--- src/rtl/pipe_pkg.sv ---
// Shared constants and types for the pipeline hazard controller.
package pipe_pkg;

  localparam int unsigned DEF_REG_AW = 5;

  // EX operand source encodings
  localparam logic [1:0] FWD_RF  = 2'b00;
  localparam logic [1:0] FWD_WB  = 2'b01;
  localparam logic [1:0] FWD_MEM = 2'b10;

  // In-flight destination tracking slot at the default address width
  typedef struct packed {
    logic                  valid;
    logic                  wr_en;
    logic [DEF_REG_AW-1:0] wr_addr;
    logic                  is_load;
  } haz_slot_t;

endpackage

--- src/rtl/fwd_select.sv ---
// Priority compare of one EX source address against the MEM and WB slots.
module fwd_select
  import pipe_pkg::*;
#(
  parameter int unsigned REG_AW = DEF_REG_AW
) (
  input  logic [REG_AW-1:0] src_addr_i,
  input  logic              src_use_i,
  input  logic              mem_valid_i,
  input  logic              mem_wr_en_i,
  input  logic [REG_AW-1:0] mem_addr_i,
  input  logic              wb_valid_i,
  input  logic              wb_wr_en_i,
  input  logic [REG_AW-1:0] wb_addr_i,
  output logic [1:0]        fwd_sel_o
);

  // MEM wins over WB; register 0 never forwards
  always_comb begin
    fwd_sel_o = FWD_RF;
    if (src_use_i && (src_addr_i != '0)) begin
      if (mem_valid_i && mem_wr_en_i && (mem_addr_i == src_addr_i)) begin
        fwd_sel_o = FWD_MEM;
      end else if (wb_valid_i && wb_wr_en_i && (wb_addr_i == src_addr_i)) begin
        fwd_sel_o = FWD_WB;
      end
    end
  end

endmodule

--- src/rtl/pipe_hazard_ctrl.sv ---
// Stall/flush/forwarding controller for a 5-stage pipeline.
// Tracks EX/MEM/WB destinations internally; multiply occupies EX for MUL_LAT cycles.
// Optional perf counters enabled by defining HAZ_PERF_CNT_EN.
module pipe_hazard_ctrl
  import pipe_pkg::*;
#(
  parameter int unsigned REG_AW  = DEF_REG_AW,
  parameter int unsigned MUL_LAT = 4,
  parameter int unsigned CNT_W   = 32
) (
  input  logic              clk,
  input  logic              rst,
  input  logic              id_valid,
  input  logic [REG_AW-1:0] id_rs,
  input  logic [REG_AW-1:0] id_rt,
  input  logic              id_use_rs,
  input  logic              id_use_rt,
  input  logic              id_wr_en,
  input  logic [REG_AW-1:0] id_wr_addr,
  input  logic              id_is_load,
  input  logic              id_is_mul,
  input  logic              ex_br_taken,
  output logic              pc_write,
  output logic              ifid_write,
  output logic              ifid_flush,
  output logic              idex_bubble,
  output logic              exmem_bubble,
  output logic [1:0]        fwd_a,
  output logic [1:0]        fwd_b,
  output logic              ex_busy,
  output logic [CNT_W-1:0]  stall_cnt,
  output logic [CNT_W-1:0]  flush_cnt
);

  localparam int unsigned MUL_CNT_W = $clog2(MUL_LAT) + 1;

  typedef struct packed {
    logic              valid;
    logic              wr_en;
    logic [REG_AW-1:0] wr_addr;
    logic              is_load;
  } slot_t;

  typedef struct packed {
    logic [REG_AW-1:0] rs;
    logic [REG_AW-1:0] rt;
    logic              use_rs;
    logic              use_rt;
    logic              is_mul;
  } ex_src_t;

  slot_t                ex_q, ex_d, mem_q, mem_d, wb_q, wb_d;
  ex_src_t              ex_src_q, ex_src_d;
  logic [MUL_CNT_W-1:0] mul_cnt_q, mul_cnt_d;

  logic       busy_c;
  logic       load_use_c;
  logic       ex_wr_rs_c, ex_wr_rt_c;
  logic [1:0] fwd_a_raw_c, fwd_b_raw_c;
  logic       unused_slot_bits;

  assign unused_slot_bits = ^{mem_q.is_load, wb_q.is_load};

  // Hazard conditions seen from the current EX slot
  always_comb begin
    busy_c     = ex_q.valid && ex_src_q.is_mul &&
                 (mul_cnt_q < MUL_CNT_W'(MUL_LAT - 1));
    ex_wr_rs_c = ex_q.valid && ex_q.wr_en && (ex_q.wr_addr == id_rs) && (id_rs != '0);
    ex_wr_rt_c = ex_q.valid && ex_q.wr_en && (ex_q.wr_addr == id_rt) && (id_rt != '0);
    load_use_c = ex_q.is_load && id_valid &&
                 ((ex_wr_rs_c && id_use_rs) || (ex_wr_rt_c && id_use_rt));
  end

  fwd_select #(.REG_AW(REG_AW)) u_fwd_a (
    .src_addr_i  (ex_src_q.rs),
    .src_use_i   (ex_src_q.use_rs && ex_q.valid),
    .mem_valid_i (mem_q.valid),
    .mem_wr_en_i (mem_q.wr_en),
    .mem_addr_i  (mem_q.wr_addr),
    .wb_valid_i  (wb_q.valid),
    .wb_wr_en_i  (wb_q.wr_en),
    .wb_addr_i   (wb_q.wr_addr),
    .fwd_sel_o   (fwd_a_raw_c)
  );

  fwd_select #(.REG_AW(REG_AW)) u_fwd_b (
    .src_addr_i  (ex_src_q.rt),
    .src_use_i   (ex_src_q.use_rt && ex_q.valid),
    .mem_valid_i (mem_q.valid),
    .mem_wr_en_i (mem_q.wr_en),
    .mem_addr_i  (mem_q.wr_addr),
    .wb_valid_i  (wb_q.valid),
    .wb_wr_en_i  (wb_q.wr_en),
    .wb_addr_i   (wb_q.wr_addr),
    .fwd_sel_o   (fwd_b_raw_c)
  );

  // Priority busy > branch > load-use > normal: control outputs and slot shifting
  always_comb begin
    pc_write     = 1'b1;
    ifid_write   = 1'b1;
    ifid_flush   = 1'b0;
    idex_bubble  = 1'b0;
    exmem_bubble = 1'b0;
    ex_busy      = 1'b0;
    fwd_a        = fwd_a_raw_c;
    fwd_b        = fwd_b_raw_c;
    ex_d         = ex_q;
    ex_src_d     = ex_src_q;
    mem_d        = mem_q;
    wb_d         = wb_q;
    mul_cnt_d    = mul_cnt_q;

    if (busy_c) begin
      // Operands were latched on the first EX cycle, so no forwarding now
      ex_busy      = 1'b1;
      pc_write     = 1'b0;
      ifid_write   = 1'b0;
      exmem_bubble = 1'b1;
      fwd_a        = FWD_RF;
      fwd_b        = FWD_RF;
      mem_d        = '0;
      wb_d         = mem_q;
      mul_cnt_d    = mul_cnt_q + MUL_CNT_W'(1);
    end else begin
      mem_d     = ex_q;
      wb_d      = mem_q;
      mul_cnt_d = '0;
      if (ex_br_taken) begin
        ifid_flush  = 1'b1;
        idex_bubble = 1'b1;
        ex_d        = '0;
        ex_src_d    = '0;
      end else if (load_use_c) begin
        pc_write    = 1'b0;
        ifid_write  = 1'b0;
        idex_bubble = 1'b1;
        ex_d        = '0;
        ex_src_d    = '0;
      end else begin
        ex_d.valid      = id_valid;
        ex_d.wr_en      = id_wr_en;
        ex_d.wr_addr    = id_wr_addr;
        ex_d.is_load    = id_is_load;
        ex_src_d.rs     = id_rs;
        ex_src_d.rt     = id_rt;
        ex_src_d.use_rs = id_use_rs;
        ex_src_d.use_rt = id_use_rt;
        ex_src_d.is_mul = id_is_mul;
      end
    end
  end

  // Shadow slot and multiply counter registers
  always_ff @(posedge clk) begin
    if (rst) begin
      ex_q      <= '0;
      ex_src_q  <= '0;
      mem_q     <= '0;
      wb_q      <= '0;
      mul_cnt_q <= '0;
    end else begin
      ex_q      <= ex_d;
      ex_src_q  <= ex_src_d;
      mem_q     <= mem_d;
      wb_q      <= wb_d;
      mul_cnt_q <= mul_cnt_d;
    end
  end

`ifdef HAZ_PERF_CNT_EN
  logic             stall_evt_c, flush_evt_c;
  logic [CNT_W-1:0] stall_cnt_q, flush_cnt_q;

  assign stall_evt_c = busy_c || (!ex_br_taken && load_use_c);
  assign flush_evt_c = !busy_c && ex_br_taken;

  // Free-running wrap-around perf counters
  always_ff @(posedge clk) begin
    if (rst) begin
      stall_cnt_q <= '0;
      flush_cnt_q <= '0;
    end else begin
      if (stall_evt_c) stall_cnt_q <= stall_cnt_q + CNT_W'(1);
      if (flush_evt_c) flush_cnt_q <= flush_cnt_q + CNT_W'(1);
    end
  end

  assign stall_cnt = stall_cnt_q;
  assign flush_cnt = flush_cnt_q;
`else
  assign stall_cnt = '0;
  assign flush_cnt = '0;
`endif

endmodule

--- config.mk ---
export PLATFORM = sky130hd
export DESIGN_NAME = pipe_hazard_ctrl
export DESIGN_NICKNAME = d
export VERILOG_FILES = /design/src/rtl/pipe_pkg.sv /design/src/rtl/fwd_select.sv /design/src/rtl/pipe_hazard_ctrl.sv
export SDC_FILE = /design/constraint.sdc
export NUM_CORES = 1
export LEC_CHECK = 0
export BUFFER_PORTS_ARGS = -buffer_cell sky130_fd_sc_hd__buf_2
export CAP_MARGIN = 5
export CORE_MARGIN = 8
export CORE_UTILIZATION = 35
export CTS_CLUSTER_DIAMETER = 80
export DETAILED_ROUTE_END_ITERATION = 12
export GPL_ROUTABILITY_DRIVEN = 1
export SLEW_MARGIN = 20
export SYNTH_ARGS = -nofsm -noshare
export SYNTH_HDL_FRONTEND = slang
export SYNTH_SLANG_ARGS = --single-unit
--- constraint.sdc ---
create_clock -name clk -period 2.6 [get_ports clk]
set_input_delay 0.26 -clock clk [delete_from_list [all_inputs] [get_ports clk]]
set_output_delay 0.26 -clock clk [all_outputs]
set_load 0.01 [all_outputs]
# Yosys cells after proc, flatten, opt, wreduce, memory -nomap -nowiden
# Index checks and enable logic that the tools add are counted.
[classes]
n_eq_ne = 6
n_addsub = 1
n_reduce_logical = 28
muxes = 21
order_cmp = 1
n_bitwise = 1
[op_table]
columns = ["op", "n"]
rows = [
  ["$eq A5 B5 Y1", 6],
  ["$mux W13", 2],
  ["$logic_and A1 B1 Y1", 21],
  ["$reduce_bool A5 Y1", 4],
  ["$mux W8", 2],
  ["$mux W2", 6],
  ["$mux W1", 11],
  ["$reduce_or A2 Y1", 2],
  ["$add A3 B1 Y3 const B", 1],
  ["$lt A3 B2 Y1 const B", 1],
  ["$logic_or A1 B1 Y1", 1],
  ["$not A1 Y1", 1],
]
[totals]
word_cells = 74
in_bits = 24
out_inout_bits = 74
register_bits = 38

# Longest topological paths before layout
# Gate-level depths: netlist of the first run.
[depth]
depth_word = 9
ltp_mapped = 7
mapped_depth_nobuf = 6

# Hierarchy
# From an unflattened synthesis of the first run, not the netlist that was laid out.
[hier_totals]
hier_cells = 281
area_unflattened_um2 = 2311.0
[by_module_without_submodules]
columns = ["module", "n_inst", "seq_area_each_um2", "area_each_um2", "cells_per_inst"]
rows = [
  ["pipe_hazard_ctrl", 1, 760.7, 2025.7, 243],
  ["fwd_select", 2, 0.0, 142.6, 19],
]

# Worst setup path before layout of the first run
# OpenSTA, ideal clock, no wires.
[synth_path]
path_kind = "input to output"
startpoint = "input id_rs[0]"
endpoint = "output pc_write"
n_path_buf = 2
setup_slack_ps = 707
arrival_time_ps = 1633
required_ps = 2340
stages = 6
cell_sequence = "or4_4 > a21oi_2 > o2bb2ai_1 > buf_2 > a21oi_1 > buf_4"
[synth_via]
elab_chain_len = 9
elab_cells_between_ends = 10
cone_classes = "eq/ne: 1; mux: 3; reduce/logical: 6"
[synth_rtl]
columns = ["element", "line_no", "text"]
rows = [
  ["from (decl)", "pipe_hazard_ctrl.sv:14", "input logic [REG_AW-1:0] id_rs,"],
  ["$eq A5 B5 Y1", "pipe_hazard_ctrl.sv:68", "ex_wr_rs_c = ex_q.valid && ex_q.wr_en && (ex_q.wr_addr == id_rs) && (id_rs != '0);"],
  ["$logic_and A1 B1 Y1", "pipe_hazard_ctrl.sv:68", ""],
  ["$logic_and A1 B1 Y1 (*)", "pipe_hazard_ctrl.sv:68", ""],
  ["$logic_and A1 B1 Y1 (*)", "pipe_hazard_ctrl.sv:71", "((ex_wr_rs_c && id_use_rs) || (ex_wr_rt_c && id_use_rt));"],
  ["$logic_or A1 B1 Y1 (*)", "pipe_hazard_ctrl.sv:71", ""],
  ["$logic_and A1 B1 Y1 (*)", "pipe_hazard_ctrl.sv:70", "load_use_c = ex_q.is_load && id_valid &&"],
  ["$mux W1 (*) (3 in a row)", "-", ""],
  ["to (decl)", "pipe_hazard_ctrl.sv:23", "output logic pc_write,"],
]
# Mark *: on every way between the ends. The rest lies on a longest branch, timed or not.

# Final worst setup path of the first run
[layout_path]
startpoint = "register ex_q[7] in the netlist's numbering"
endpoint = "output pc_write"
[layout_via]
elab_chain_len = 9
elab_cells_between_ends = 14
cone_classes = "mux: 3; reduce/logical: 11"
[layout_rtl]
columns = ["element", "line_no", "text"]
rows = [
  ["from (decl)", "pipe_hazard_ctrl.sv:52", "slot_t ex_q, ex_d, mem_q, mem_d, wb_q, wb_d;"],
  ["from (signal assigned)", "pipe_hazard_ctrl.sv:157", "ex_q <= '0;"],
  ["from (signal assigned)", "pipe_hazard_ctrl.sv:163", "ex_q <= ex_d;"],
  ["$logic_and A1 B1 Y1", "pipe_hazard_ctrl.sv:68, pipe_hazard_ctrl.sv:69", ""],
  ["$logic_and A1 B1 Y1 (on tied branches) (2 in a row)", "pipe_hazard_ctrl.sv:68, pipe_hazard_ctrl.sv:69", ""],
  ["$logic_and A1 B1 Y1", "pipe_hazard_ctrl.sv:71", ""],
  ["$logic_or A1 B1 Y1", "pipe_hazard_ctrl.sv:71", ""],
  ["$logic_and A1 B1 Y1", "pipe_hazard_ctrl.sv:70", ""],
  ["$mux W1", "pipe_hazard_ctrl.sv:134", "end else if (load_use_c) begin"],
  ["$mux W1", "pipe_hazard_ctrl.sv:129", "if (ex_br_taken) begin"],
  ["$mux W1 (*)", "pipe_hazard_ctrl.sv:114", "if (busy_c) begin"],
]
# Marks and branches as above.

==> results of run 1 <==
-- final cells by class --
type / count / area [um^2] / share of cell area
timing repair buffer: 36 / 187.7 / 0.07953
inverter: 7 / 26.28 / 0.01113
sequential: 38 / 760.7 / 0.3224
clock buffer: 5 / 68.82 / 0.02916
clock inverter: 3 / 40.04 / 0.01697
tap: 77 / 96.34 / 0.04083
multi-input combinational: 214 / 1180 / 0.5000
-- worst paths after layout --
kind	startpoint	endpoint	depth (start not counted)
hold reg to reg	mul_cnt_q[0]	mul_cnt_q[0]	1
setup / recovery	ex_q[7]	pc_write	6
hold / removal	ex_br_taken	ex_q[7]	2
setup reg to reg	ex_q[7]	ex_q[3]	6
-- report_power, final --
| part | switching, uW | internal (uW) | total [uW] |
|---|---|---|---|
| registers | 19.8 | 601 | 621 |
| clock network | 199 | 282 | 481 |
| logic | 103 | 51.3 | 155 |
-- per-stage QoR --
| stage | setup WS [ns] | instances | area, um^2 |
|---|---|---|---|
| final | 0.4258 | 380 | 2360 |
| after global routing | 0.2326 | 380 | 2360 |
| after CTS | 0.4224 | 380 | 2360 |
| after detailed placement | 0.7645 | 372 | 2251 |
| after global placement | 0.7817 | 372 | 2251 |
| after floorplan | 0.7073 | 333 | 2499 |
-- cell usage in the layout (no fill, tap or decap), drive strengths merged, types with 4 or more instances in the layout --
cell / netlist / final
xnor2: 8 / 8
nand4: 8 / 8
o21ai: 16 / 16
nor4: 7 / 7
conb: 1 / 64
clkbuf: 6 / 5
xor2: 17 / 17
nor2: 8 / 8
inv: 7 / 7
nand3: 23 / 23
buf: 68 / 36
nor2b: 7 / 7
or2b: 4 / 4
nand2: 18 / 18
and2: 8 / 8
dfxtp: 38 / 38
-- metal layers --
metal | wire (um) | GRT usage | vias up
li1 | - | - | 845
met1 | 2216 | 0.1394 | 787
met2 | 2335 | 0.1754 | 67
met3 | 344 | 0.03400 | 8
met4 | 68 | 0.03531 | 0
met5 | 0 | 0 | -
-- logic make-up (layout without fill, tap and decap cells) --
group                      count (synthesis)  after routing  synth area share
adders and majority gates                  1              1          0.005530
DFF                                       38             38            0.3363
other                                      1             64          0.001658
and+or+nand+nor                           93             93            0.2273
AOI/OAI and AO/OA                         31             31           0.08574
buffers and inverters                     81             51            0.2467
xor gates and xnor gates                  25             25           0.09679
-- state kept, by name (all words and copies together), names as in the netlist --
register / count
mul_cnt_q: 3
ex_q: 8
mem_q: 7
wb_q: 7
ex_src_q: 13
-- worst max-delay path: cells and delay by family, from the launching register on --
family	cells	cell delay, ns
AO/OA/AOI/OAI	2	0.41
AND/OR/NAND/NOR	3	0.63
flip-flops	1	0.40
buffers and inverters	1	0.18
==> out/metrics.csv, run 1 <==
stage,metric,value,unit
setup_path,critPathLaunchType,register,
setup_path,cpMostUsedCell,nand4_1,
worst_hold_path,hp-class,in2reg,
placement,port_buffers,33,
clock_tree,clk_latency,0.29,ns
floorplan,rows,29,
clock_tree,cts_tree,yes,
pwr,leakagePower,0.001103,uW
synth,netlist_area,0.002262,mm^2
clock_tree,path_clk_slew,0.07,ns
pwr,peakVddDrop,0.3320,mV
detailed_routing,drc,0,
sta,finalCriticalPeriod,2.174,ns
setup_path,reg2reg_slack,0.77,ns
final_layout,n_fill_cell,705,
setup_path,cpPeakStageDelay,0.40,ns
sta,fmax,0.4599,GHz
sta,setup_viol,0,
floorplan,die_w,96.40,um
setup_path,endpoint_kind,output pin,
synth,netlist_instances,270,
synth,synthArstFlopShare,0,
final_layout,final_util,0.3738,
floorplan,ios,98,
clock_tree,root_buffer,clkbuf_8,
global_routing,grt_usage,0.1103,
detailed_routing,ant_nets,0,
global_routing,grt_max_degree,26,
detailed_routing,wl,4.964,mm
placement,hpwl,4.090,mm
placement,gp_congestion,0.9342,
synth,synth_edf_count,0,
sta,holdWs,0.2029,ns
detailed_routing,dr.pass1.iters,4,
sta,final.setup.tns,0,ns
global_routing,grt.overflow.total,0,
final_layout,area_growth,4.314,%
synth,yosysMostFrequentCell,buf_4,
final_layout,drive_gt1_frac,0.1683,
detailed_routing,dr.first_iter.drc_count,77,
setup_path,cp_max_fo,5,
clock_tree,h-tree-depth,2,
sta,hold_viol,0,
synth,avgSynthCellArea,8.378,um^2
sta,fin_worst_skew,0.005736,ns
synth,ys_seq_area_frac,0.3363,
run_status,outcome,"complete, no violations",
synth,synthTopCellsByCount,"buf_4, dfxtp_1, nand3_1",
floorplan,die_area,0.009292,mm^2
synth,synth_top_area_share,0.3363,
clock_tree,cts.sinks,38,
global_routing,grt_pass1_wl,8.128,mm
synth,yosysTopAreaCell,dfxtp_1,
synth,synth_cell_types,41,
setup_path,cpMaxStageDelayCell,dfxtp_1,
floorplan,start_util,0.3583,
clock_tree,cts_resized,0,
sta,finalMaxSlewViolations,0,
synth,synthFlopType,dfxtp_1,
pwr,fin_total_pwr,1256,uW
detailed_routing,routedWlPerCell,13.06,um
flow_run,drv_cap,0,
global_routing,grt_pass1_vias,1701,
synth,ys.warnings.count,0,
setup_path,path_class,reg2out,
clock_tree,holdBufCountCts,0,
final_layout,n_antenna_cell,0,
clock_tree,post_cts_buffers,0,
setup_path,crit_arrival,1.91,ns
floorplan,core,0.006314,mm^2
pwr,powerDensity,532.3,mW/mm^2
sta,slew_headroom,0.5800,
global_routing,antenna_found_initial,0,
final_layout,fin_nets,327,
detailed_routing,viasPerCell,4.492,
sta,worst_slew_pin_slew,0.6293,ns
floorplan,die_h,96.40,um
sta,rsz0062_at_grt,false,
setup_path,required,2.34,ns
detailed_routing,vias,1707,
synth,ys_seq_elements,38,
setup_path,path_cells,nand4_1 > nor4bb_1 > nand4_1 > o2bb2ai_1 > a21oi_1 > buf_2,
clock_tree,cts_buffers,5,
clock_tree,clock_tree.buffer_depth,2,
sta,period_share,0.8362,
synth,synth_area_leaders,"dfxtp_1, buf_4, xor2_1",
Note: power is estimated with default switching activity, not from simulation.
==> run 2, diff against run 1 <==
==> constraint.sdc (replaced) <==
create_clock -name clk -period 1.95 [get_ports clk]
set_input_delay 0.195 -clock clk [delete_from_list [all_inputs] [get_ports clk]]
set_output_delay 0.195 -clock clk [all_outputs]
set_load 0.01 [all_outputs]
==> out/metrics.csv, run 2 (synthesis results as in run 1) <==
stage,metric,value,unit
run_status,outcome,"complete, no violations",
setup_path,cp-endpoint,idex_bubble,
sta,finalMaxSlewViolations,0,
floorplan,rows,29,
sta,rsz0062_at_grt,true,
setup_path,crit_path_start,ex_q[7],
final_layout,mostFrequentLayoutCells,"conb_1, buf_2, dfxtp_1",
placement,hpwl,4.207,mm
final_layout,largest_registers,"ex_src_q x13, ex_q x8",
setup_path,reg2reg_slack,0.26,ns
floorplan,die_h,96.40,um
setup_path,cp_max_fo,3,
setup_path,rr_endpoint,ex_src_q[9],
global_routing,grt_max_degree,26,
floorplan,core,0.006314,mm^2
detailed_routing,wl,5.408,mm
final_layout,final_util,0.3942,
floorplan,ios,98,
final_layout,area_growth,10.01,%
sta,fmax,0.5156,GHz
final_layout,n_fill_cell,698,
clock_tree,clk_latency,0.28,ns
detailed_routing,dr.first_iter.drc_count,67,
detailed_routing,routedWlPerCell,13.97,um
sta,finalCriticalPeriod,1.939,ns
setup_path,worstReg2RegStart,ex_q[7],
placement,port_buffers,33,
pwr,fin_total_pwr,1604,uW
pwr,powerDensity,644.7,mW/mm^2
floorplan,die_area,0.009292,mm^2
global_routing,grt_pass1_vias,1751,
setup_path,required,1.75,ns
global_routing,grt_pass1_wl,8.390,mm
final_layout,layout_commonest_cell,conb_1,
setup_path,r2r_cells,6,
setup_path,endpoint_kind,output pin,
clock_tree,cts_buffers,5,
placement,gp_congestion,0.8985,
clock_tree,path_clk_slew,0.07,ns
detailed_routing,drc,0,
detailed_routing,dr.pass1.iters,4,
setup_path,critPathLaunchType,register,
sta,worst_slew_pin_slew,0.5394,ns
global_routing,antenna_found_initial,0,
final_layout,drive_gt1_frac,0.2387,
placement,post_dp_cell_area,0.002273,mm^2
placement,place_worst_setup_slack,0.1620,ns
detailed_routing,viasPerCell,4.426,
global_routing,grt_usage,0.1134,
clock_tree,clock_tree.buffer_depth,2,
global_routing,grt.overflow.total,0,
final_layout,largest_reg_flops,13,
pwr,peakVddDrop,0.2922,mV
final_layout,largest_register,ex_src_q,
floorplan,start_util,0.3583,
detailed_routing,vias,1713,
detailed_routing,ant_nets,0,
clock_tree,cts_tree,yes,
final_layout,n_antenna_cell,0,
clock_tree,root_buffer,clkbuf_8,
sta,setup_viol,0,
floorplan,die_w,96.40,um
final_layout,finalInstanceArea,0.002489,mm^2
setup_path,crit_arrival,1.74,ns
final_layout,fin_nets,334,
flow_run,drv_cap,0,
worst_hold_path,hp-class,in2reg,
clock_tree,cts.sinks,38,
sta,fin_ws,0.01056,ns
setup_path,path_class,reg2out,
sta,slew_headroom,0.6395,
sta,period_share,0.9946,
sta,hold_viol,0,
pwr,leakagePower,0.001145,uW
clock_tree,h-tree-depth,2,
sta,fin_worst_skew,0.004739,ns
[run 2: area by class of cell]
| class | count | area (um^2) | area share |
|---|---|---|---|
| inverters | 7 | 26.28 | 0.01056 |
| multi-input cells | 214 | 1257 | 0.5053 |
| well taps | 77 | 96.34 | 0.03871 |
| flip-flops and latches | 38 | 777.0 | 0.3122 |
| clock inverters | 1 | 5.005 | 0.002011 |
| clock buffers | 7 | 86.33 | 0.03469 |
| repair buffers | 43 | 240.2 | 0.09653 |
[run 2: worst min path at each step]
stage / startpoint / endpoint / slack, ns / cells past startpoint
3_3_place_gp: mul_cnt_q[0] / mul_cnt_q[0] / 0.43 / 1
4_1_cts: ex_br_taken / ex_q[7] / 0.13 / 2
3_5_place_dp: mul_cnt_q[0] / mul_cnt_q[0] / 0.44 / 1
6_report: ex_br_taken / ex_q[7] / 0.14 / 2
2_1_floorplan: ex_br_taken / ex_q[7] / 0.30 / 1
5_1_grt: ex_br_taken / ex_q[7] / 0.14 / 2
[run 2: routing by layer]
metal | vias up | share of wire | global-route usage
li1 | 859 | - | -
met1 | 790 | 0.44 | 0.1442
met2 | 56 | 0.49 | 0.1850
met3 | 8 | 0.061 | 0.03014
met4 | 0 | 0.012 | 0.03153
met5 | - | 0 | 0
[run 2: critical path, stage by stage (launching register included)]
cell and delay, ns:
dfxtp_4 0.36, nand4_1 0.16, buf_4 0.19, nor4_2 0.30, o2bb2ai_2 0.18, o21a_1 0.15
buf_2 0.12
[run 2: stage by stage]
step | cells | hold WS, ns | TNS [ns]
6_report | 387 | 0.1377 | 0
4_1_cts | 385 | 0.1315 | 0
5_1_grt | 387 | 0.1353 | -0.09190
3_5_place_dp | 375 | 0.4364 | 0
2_1_floorplan | 333 | 0.2967 | 0
3_3_place_gp | 375 | 0.4301 | 0
[run 2: power by group]
part | internal [uW] | switching [uW]
Sequential | 800 | 27.7
Combinational | 78.1 | 149
Clock | 285 | 265
Total | 1160 | 442
[run 2: what timing repair did]
| item | CTS | global route |
|---|---|---|
| pin swaps | 1 | 13 |
| resized for setup | 5 | 17 |
| endpoints found under the setup margin | 4 | 7 |
| hold buffers | 0 | 0 |
| setup buffers | 2 | 2 |
==> run 3, diff against run 2 <==
==> constraint.sdc (replaced) <==
create_clock -name clk -period 1.95 [get_ports clk]
set_input_delay 0.195 -clock clk [delete_from_list [all_inputs] [get_ports clk]]
set_output_delay 0.195 -clock clk [all_outputs]
set_load 0.05 [all_outputs]
==> out/metrics.csv, run 3 (synthesis results as in run 1) <==
stage,metric,value,unit
pwr,fin_total_pwr,1781,uW
final_layout,largest_registers,"ex_src_q x13, ex_q x8",
global_routing,grt_pass1_vias,1690,
detailed_routing,drc,0,
global_routing,antenna_found_initial,0,
sta,setup_viol,1,
final_layout,largest_register,ex_src_q,
sta,rsz0062_at_grt,true,
detailed_routing,dr.first_iter.drc_count,92,
sta,fin_ws,-0.04772,ns
setup_path,worstReg2RegStart,ex_q[1],
global_routing,grt_usage,0.1138,
setup_path,crit_path_start,ex_q[1],
detailed_routing,routedWlPerCell,13.80,um
setup_path,r2r_cells,6,
global_routing,grt_pass1_wl,8.293,mm
floorplan,die_area,0.009292,mm^2
clock_tree,root_buffer,clkbuf_8,
setup_path,endpoint_kind,output pin,
detailed_routing,vias,1696,
setup_path,cp_max_fo,4,
clock_tree,clk_latency,0.28,ns
global_routing,grt_max_degree,22,
detailed_routing,dr.pass1.iters,5,
clock_tree,post_cts_buffers,0,
sta,fmax,0.5006,GHz
sta,fin_worst_skew,0.004852,ns
pwr,powerDensity,706.8,mW/mm^2
run_status,violations,setup timing,
run_status,outcome,finished with violations,
setup_path,crit_arrival,1.80,ns
floorplan,die_w,96.40,um
setup_path,cp-endpoint,idex_bubble,
sta,final.setup.tns,-0.04772,ns
final_layout,drive_gt1_frac,0.2295,
pwr,peakVddDrop,0.3506,mV
placement,port_buffers,33,
sta,finalCriticalPeriod,1.998,ns
placement,hpwl,4.257,mm
floorplan,start_util,0.3583,
clock_tree,cts_tree,yes,
floorplan,die_h,96.40,um
worst_hold_path,hp-class,in2reg,
flow_run,drv_cap,0,
final_layout,finalInstanceArea,0.002520,mm^2
floorplan,ios,98,
final_layout,n_fill_cell,680,
clock_tree,cts.sinks,38,
final_layout,fin_nets,330,
floorplan,rows,29,
setup_path,path_class,reg2out,
sta,holdWs,0.1453,ns
final_layout,n_antenna_cell,0,
final_layout,area_growth,11.39,%
clock_tree,clock_tree.buffer_depth,2,
detailed_routing,wl,5.272,mm
sta,period_share,1.024,
global_routing,grt.overflow.total,0,
setup_path,rr_endpoint,ex_q[3],
final_layout,largest_reg_flops,13,
setup_path,required,1.75,ns
floorplan,core,0.006314,mm^2
clock_tree,h-tree-depth,2,
clock_tree,holdBufCountCts,0,
detailed_routing,ant_nets,0,
sta,finalMaxSlewViolations,0,
clock_tree,cts_buffers,5,
detailed_routing,viasPerCell,4.440,
sta,hold_viol,0,
setup_path,critPathLaunchType,register,
setup_path,reg2reg_slack,0.21,ns
placement,post_dp_cell_area,0.002308,mm^2
placement,gp_congestion,0.9208,
final_layout,mostFrequentLayoutCells,"conb_1, dfxtp_1, buf_2",
final_layout,layout_commonest_cell,conb_1,
clock_tree,path_clk_slew,0.07,ns
pwr,leakagePower,0.001153,uW
-- run 3: cell count changes in the layout (fill, tap and decap cells not counted), moves of 2 or more --
cell     previous run  this run
buf_2              33        26
buf_6               0         4
dfxtp_2             4         7
buf_4              10         8
dfxtp_1            31        29
-- run 3: how the worst min path moves through the flow --
stage,start,end,depth (start not counted)
after floorplan,ex_br_taken,ex_q[7],1
after global placement,mul_cnt_q[0],mul_cnt_q[0],1
after detailed placement,ex_br_taken,ex_src_q[0],2
after CTS,ex_br_taken,ex_src_q[0],2
after global routing,ex_br_taken,ex_src_q[0],2
final,ex_br_taken,ex_src_q[0],2
-- run 3: final cells by class --
cell class	count	area, um^2	area share
multi-input combinational	214	1289	0.5114
sequential	38	777.0	0.3083
timing repair buffer	39	255.2	0.1013
tap	77	96.34	0.03823
clock buffer	7	76.32	0.03029
inverter	7	26.28	0.01043
-- run 3: critical path, stage by stage (launching register included) --
cell and delay (ns):
dfxtp_4 0.37, xnor2_4 0.15, nand4_1 0.16, nor4_4 0.35, o2bb2ai_4 0.18, o21a_1 0.15
buf_6 0.16
-- run 3: routing by layer --
layer | part of all wire | track usage | wire (um)
met2 | 0.47 | 0.1793 | 2492
met1 | 0.46 | 0.1477 | 2401
met5 | 0 | 0 | 0
met4 | 0.011 | 0.03405 | 57
met3 | 0.061 | 0.03246 | 321
-- run 3: through the flow --
stage | setup WS [ns] | utilization | cells
after floorplan | 0.02622 | - | 333
after global placement | 0.07748 | 0.3656 | 375
after detailed placement | 0.06588 | 0.3656 | 375
after CTS | -0.05304 | 0.3890 | 382
after global routing | -0.1061 | 0.3991 | 382
final | -0.04772 | 0.3991 | 382
-- run 3: timing repair --
item,4_1_cts,5_1_grt
endpoints found under the hold margin,0,0
pin swaps,6,6
endpoints found under the setup margin,6,7
gates resized for setup,16,20
-- run 3: power breakdown --
group	total, uW	switching [uW]	internal (uW)
Combinational	455	374	81.6
Clock	497	251	246
Sequential	829	28.1	801
Total	1780	652	1130
